<file path="config.mk">
export PLATFORM = sky130hd
export DESIGN_NAME = shift_add_mul
export DESIGN_NICKNAME = d
export VERILOG_FILES = /design/src/rtl/shift_add_mul.sv
export SDC_FILE = /design/constraint.sdc
export NUM_CORES = 1
export LEC_CHECK = 0
export CORE_ASPECT_RATIO = 1.25
export CORE_MARGIN = 1.5
export CORE_UTILIZATION = 40
export DETAILED_ROUTE_END_ITERATION = 12
export PLACE_DENSITY = 0.68
export SLEW_MARGIN = 20
export SYNTH_ARGS = -nofsm -noshare
export SYNTH_HDL_FRONTEND = slang
export SYNTH_SLANG_ARGS = --single-unit
</file>
<file path="constraint.sdc">
create_clock -name clk -period 5.3 [get_ports clk]
set_input_delay 0.795 -clock clk [delete_from_list [all_inputs] [get_ports clk]]
set_output_delay 0.795 -clock clk [all_outputs]
set_load 0.01 [all_outputs]
</file>
<file path="src/rtl/shift_add_mul.sv">
// shift_add_mul: sequential WIDTH x WIDTH unsigned shift-add multiplier.
// Start/done handshake. A multiply takes WIDTH RUN cycles, then one DONE cycle.
// Optional macro SHIFT_ADD_MUL_EARLY_TERM_EN: RUN ends once no multiplier bits
// remain, so the latency depends on the data. The product is the same either way.
module shift_add_mul #(
    parameter int WIDTH = 16
) (
    input  logic             clk,
    input  logic             rst,
    input  logic             start,
    input  logic [WIDTH-1:0] a,
    input  logic [WIDTH-1:0] b,
    output logic             busy,
    output logic             done,
    output logic [WIDTH-1:0] product_lo,
    output logic [WIDTH-1:0] product_hi,
    output logic             ovf
);

    localparam int CW = (WIDTH > 1) ? $clog2(WIDTH) : 1;

    typedef enum logic [1:0] {
        ST_IDLE,
        ST_RUN,
        ST_DONE
    } state_t;

    state_t               state_q, state_d;
    logic [2*WIDTH-1:0]   mcand_q, mcand_d;
    logic [WIDTH-1:0]     mplier_q, mplier_d;
    logic [2*WIDTH-1:0]   acc_q, acc_d;
    logic [CW-1:0]        cnt_q, cnt_d;
    logic [WIDTH-1:0]     prod_lo_q, prod_lo_d;
    logic [WIDTH-1:0]     prod_hi_q, prod_hi_d;
    logic                 ovf_q, ovf_d;

    logic [2*WIDTH-1:0]   acc_sum;
    logic                 last_iter;

    // Next-state, datapath and result capture
    always_comb begin
        state_d   = state_q;
        mcand_d   = mcand_q;
        mplier_d  = mplier_q;
        acc_d     = acc_q;
        cnt_d     = cnt_q;
        prod_lo_d = prod_lo_q;
        prod_hi_d = prod_hi_q;
        ovf_d     = ovf_q;

        acc_sum   = acc_q + (mplier_q[0] ? mcand_q : '0);
`ifdef SHIFT_ADD_MUL_EARLY_TERM_EN
        last_iter = (cnt_q == CW'(WIDTH - 1)) || ((mplier_q >> 1) == '0);
`else
        last_iter = (cnt_q == CW'(WIDTH - 1));
`endif

        case (state_q)
            ST_IDLE, ST_DONE: begin
                // DONE accepts start just like IDLE for back-to-back operation
                if (start) begin
                    mcand_d  = {{WIDTH{1'b0}}, a};
                    mplier_d = b;
                    acc_d    = '0;
                    cnt_d    = '0;
                    state_d  = ST_RUN;
                end else begin
                    state_d  = ST_IDLE;
                end
            end
            ST_RUN: begin
                acc_d    = acc_sum;
                mcand_d  = mcand_q << 1;
                mplier_d = mplier_q >> 1;
                cnt_d    = cnt_q + CW'(1);
                if (last_iter) begin
                    // Capture includes this cycle's partial product
                    prod_lo_d = acc_sum[WIDTH-1:0];
                    prod_hi_d = acc_sum[2*WIDTH-1:WIDTH];
                    ovf_d     = |acc_sum[2*WIDTH-1:WIDTH];
                    state_d   = ST_DONE;
                end
            end
            default: state_d = ST_IDLE;
        endcase
    end

    // State and datapath registers; reset aborts any operation in flight
    always_ff @(posedge clk) begin
        if (rst) begin
            state_q   <= ST_IDLE;
            mcand_q   <= '0;
            mplier_q  <= '0;
            acc_q     <= '0;
            cnt_q     <= '0;
            prod_lo_q <= '0;
            prod_hi_q <= '0;
            ovf_q     <= 1'b0;
        end else begin
            state_q   <= state_d;
            mcand_q   <= mcand_d;
            mplier_q  <= mplier_d;
            acc_q     <= acc_d;
            cnt_q     <= cnt_d;
            prod_lo_q <= prod_lo_d;
            prod_hi_q <= prod_hi_d;
            ovf_q     <= ovf_d;
        end
    end

    assign busy       = (state_q == ST_RUN);
    assign done       = (state_q == ST_DONE);
    assign product_lo = prod_lo_q;
    assign product_hi = prod_hi_q;
    assign ovf        = ovf_q;

endmodule

</file>
==> flow_summary.yaml <==
status:
  status: "complete, no violations"
sta:
  setup_tns_ps: 0
  finClkSkew_ps: 6.21
  rsz0062_at_grt: "no"
  tightest_slew_ps: 839
  setup_viol: 0
  layout_setup_ws_ps: 1300
  fmax_mhz: 250
  finalHoldViolations: 0
  post-route-period-util_pct: 75.5
  drv_slew: 0
  slew_headroom_pct: 43.9
  min_period_ps: 4000
yosys:
  synth_fp_nets: 907
  ys_top_cells_by_area: "dfxtp_1 (36%), a22oi_1 (9.2%), a21oi_1 (7.6%), nand2_1 (6.6%), ha_1 (6.1%)"
  synth_area_um2: 6580
  postSynthRegisterBits: 119
  syn_inst: 839
  ys_types: 63
  synth-edff-count: 0
  yosys_warnings: 0
  synth_top_area_share_pct: 36.2
  synth_top_area_cell: "dfxtp_1"
  yosysSeqAreaShare_pct: 36.2
  ys.flop_type: "dfxtp_1"
  syn_area_per_cell_um2: 7.84
  async_reset_ff_share_pct: 0
min_path:
  hold_path_depth: 2
  whs_endpoint: "product_hi[1]"
  hold_class: "reg -> reg"
  hp-start: "product_hi[1]"
placement:
  dp_cells: 1070
  gp_congestion: 0.956
  port_buffers: 69
  dpl_worst_slack_ps: 1360
  dpl.hpwl_um: 12500
  place_area_um2: 7360
power:
  power_frac_seq_pct: 41.8
  swShare_pct: 25.2
  clkPwrFrac_pct: 51.9
  p_int_uw: 1670
  leakage_uw: 0.00306
  power_density_nw_per_um2: 280
  ir_worst_vdd_uv: 193
  switchingPower_uw: 561
  p_comb_share_pct: 6.3
global_routing:
  grt_pass1_wl_um: 29000
  grt_max_degree: 67
  grt.total_usage_pct: 20.9
  grt_overflow: 0
  antenna_found_initial: 0
  grt_pass1_vias: 5717
cells_and_area:
  antenna_cells: 0
  final_cells: 1102
  final_layout_size_suffix_gt1_share_pct: 6.32
  layout.nets: 941
  final_core_util_pct: 49.3
  design_area_um2: 7960
  syn_to_final_growth_pct: 20.9
clocking:
  cts-root-buf: "clkbuf_16"
  cts_setup_buffers: 0
  insertion_delay_ps: 430
  cts_buffers: 17
  clock_path_buffers: 2
  cts-htree-levels: 4
  cts_hold_buf: 0
  cts_tree: "built"
  clk_pin_slew_worst_paths_ps: 60
  ctsResizeCount: 0
  cts_sinks: 119
detailed_routing:
  vias_per_cell: 5.60
  drtIter0Drc: 393
  vias: 6167
  firstDrtPassIters: 5
  avgRoutedWirePerCell_um: 16.1
  drc: 0
  finalWirelength_um: 17700
  antenna_left: 0
worst_setup_path:
  r2r_start: "mplier_q[0]"
  r2r-end: "ovf"
  cp-end-kind: "register"
  r2r_cells: 12
  arrival_ps: 4290
  path_max_fanout: 20
  worst_setup_path_start_kind: "register"
  crit_path_frequent_cell: "a21oi_1"
  required_ps: 5580
  critPathMaxStageDelay_ps: 750
  r2r_slack_ps: 1300
  slowest_stage: "dfxtp_1"
  crit_chain: "buf_4 -> and2_1 -> ha_1 -> a21oi_1 -> o21ai_0 -> a22o_1 -> a21oi_1 -> nor3b_1 -> o22ai_1 -> or4_1 -> nor4_1 -> nor3_1"
  path_class: "reg -> reg"
die:
  fp-row-count: 52
  die_y_um: 146
  start_util_pct: 40.8
  die_area_um2: 17200
  die_w_um: 118
  fp.coreArea_um2: 16100
  io_pins: 70
flow_run:
  max_cap_viol_count: 0
[layout by cell type (no fill, tap or decap), types with 4 or more instances in the layout]
cell and count:
dfxtp_1 119, nand2_1 116, a21oi_1 100, nor2_1 95, a22oi_1 81, clkdlybuf4s50_1 68
and2_1 40, ha_1 32, o21ai_0 21, clkbuf_16 17, a21o_1 12, nor3_1 12
nand4_1 11, nand3_1 11, xnor2_1 10, buf_4 9, nor2b_1 8, xor2_1 7
o21a_1 7, a211oi_1 6, inv_6 6, nand2b_1 5, inv_1 5, o211ai_1 5
a211o_1 5, or3_1 5, a21boi_0 5, a22o_1 4, a221oi_1 4, nor4_1 4
[kinds of logic after synthesis]
logic type | after synthesis | share of synthesized area [%]
AO/OA/AOI/OAI | 273 | 27.2
XOR/XNOR | 17 | 2.26
adder cells (fa/ha/maj) | 33 | 6.39
buffers and inverters | 68 | 4.18
flip-flops | 119 | 36.2
AND/OR/NAND/NOR | 329 | 23.7
[power by group through the flow]
stage | clock network [uW] | registers [uW] | logic, uW
global placement | 0 | 949 | 141
finish | 1160 | 930 | 141
detailed placement | 0 | 950 | 141
floorplan | 0 | 943 | 90.3
CTS | 1180 | 930 | 142
global route | 1220 | 933 | 155
[worst max-delay path: cells and delay by family (launching register included)]
family,cells,cell delay [ps]
AO/OA/AOI/OAI,5,1230
adder cells (fa/ha/maj),1,320
buffers and inverters,1,300
flip-flops,1,750
AND/OR/NAND/NOR,5,1240
[synth_stat cells (12+ instances only)]
library cell / count
and2_1: 40
a21oi_1: 100
clkbuf_1: 49
dfxtp_1: 119
nor2_1: 97
a21o_1: 12
o21ai_0: 21
a22oi_1: 81
nand2_1: 116
ha_1: 32
nor3_1: 12
[per-layer routing]
layer	track usage, %	vias to the layer above	wire length [um]
li1	-	3088	-
met1	26.6	2915	7780
met2	34.6	136	8720
met3	4.38	28	839
met4	7.93	0	382
met5	0	-	0
[state kept, by name (all words and copies together), names as in the netlist]
| register | flops |
|---|---|
| ovf | 1 |
| state_q | 2 |
| acc_q | 32 |
| product_hi | 16 |
| product_lo | 16 |
| mcand_q | 32 |
| mplier_q | 16 |
| cnt_q | 4 |
[stage by stage]
step	total power, uW	hold slack [ps]
after floorplan	1030	437
after global placement	1090	443
after detailed placement	1090	445
after CTS	2250	453
after global routing	2300	472
final	2230	452
[cell type report]
type,count,area [um2]
Multi-Input combinational cell,652,3940
Timing Repair Buffer,77,748
Fill cell,1656,8180
Tap cell,216,270
Clock inverter,15,166
Clock buffer,17,425
Inverter,6,22.5
Sequential cell,119,2380
[worst max path at each step]
stage	startpoint	endpoint	slack (ps)	cells after the start
after CTS	mplier_q[0]	ovf	1350	12
after floorplan	mplier_q[0]	ovf	2130	13
final	mplier_q[0]	ovf	1300	12
after global routing	mplier_q[0]	ovf	1030	12
after global placement	mplier_q[0]	ovf	1410	12
after detailed placement	mplier_q[0]	ovf	1360	12
No activity file was read; power rests on OpenSTA's default activity.
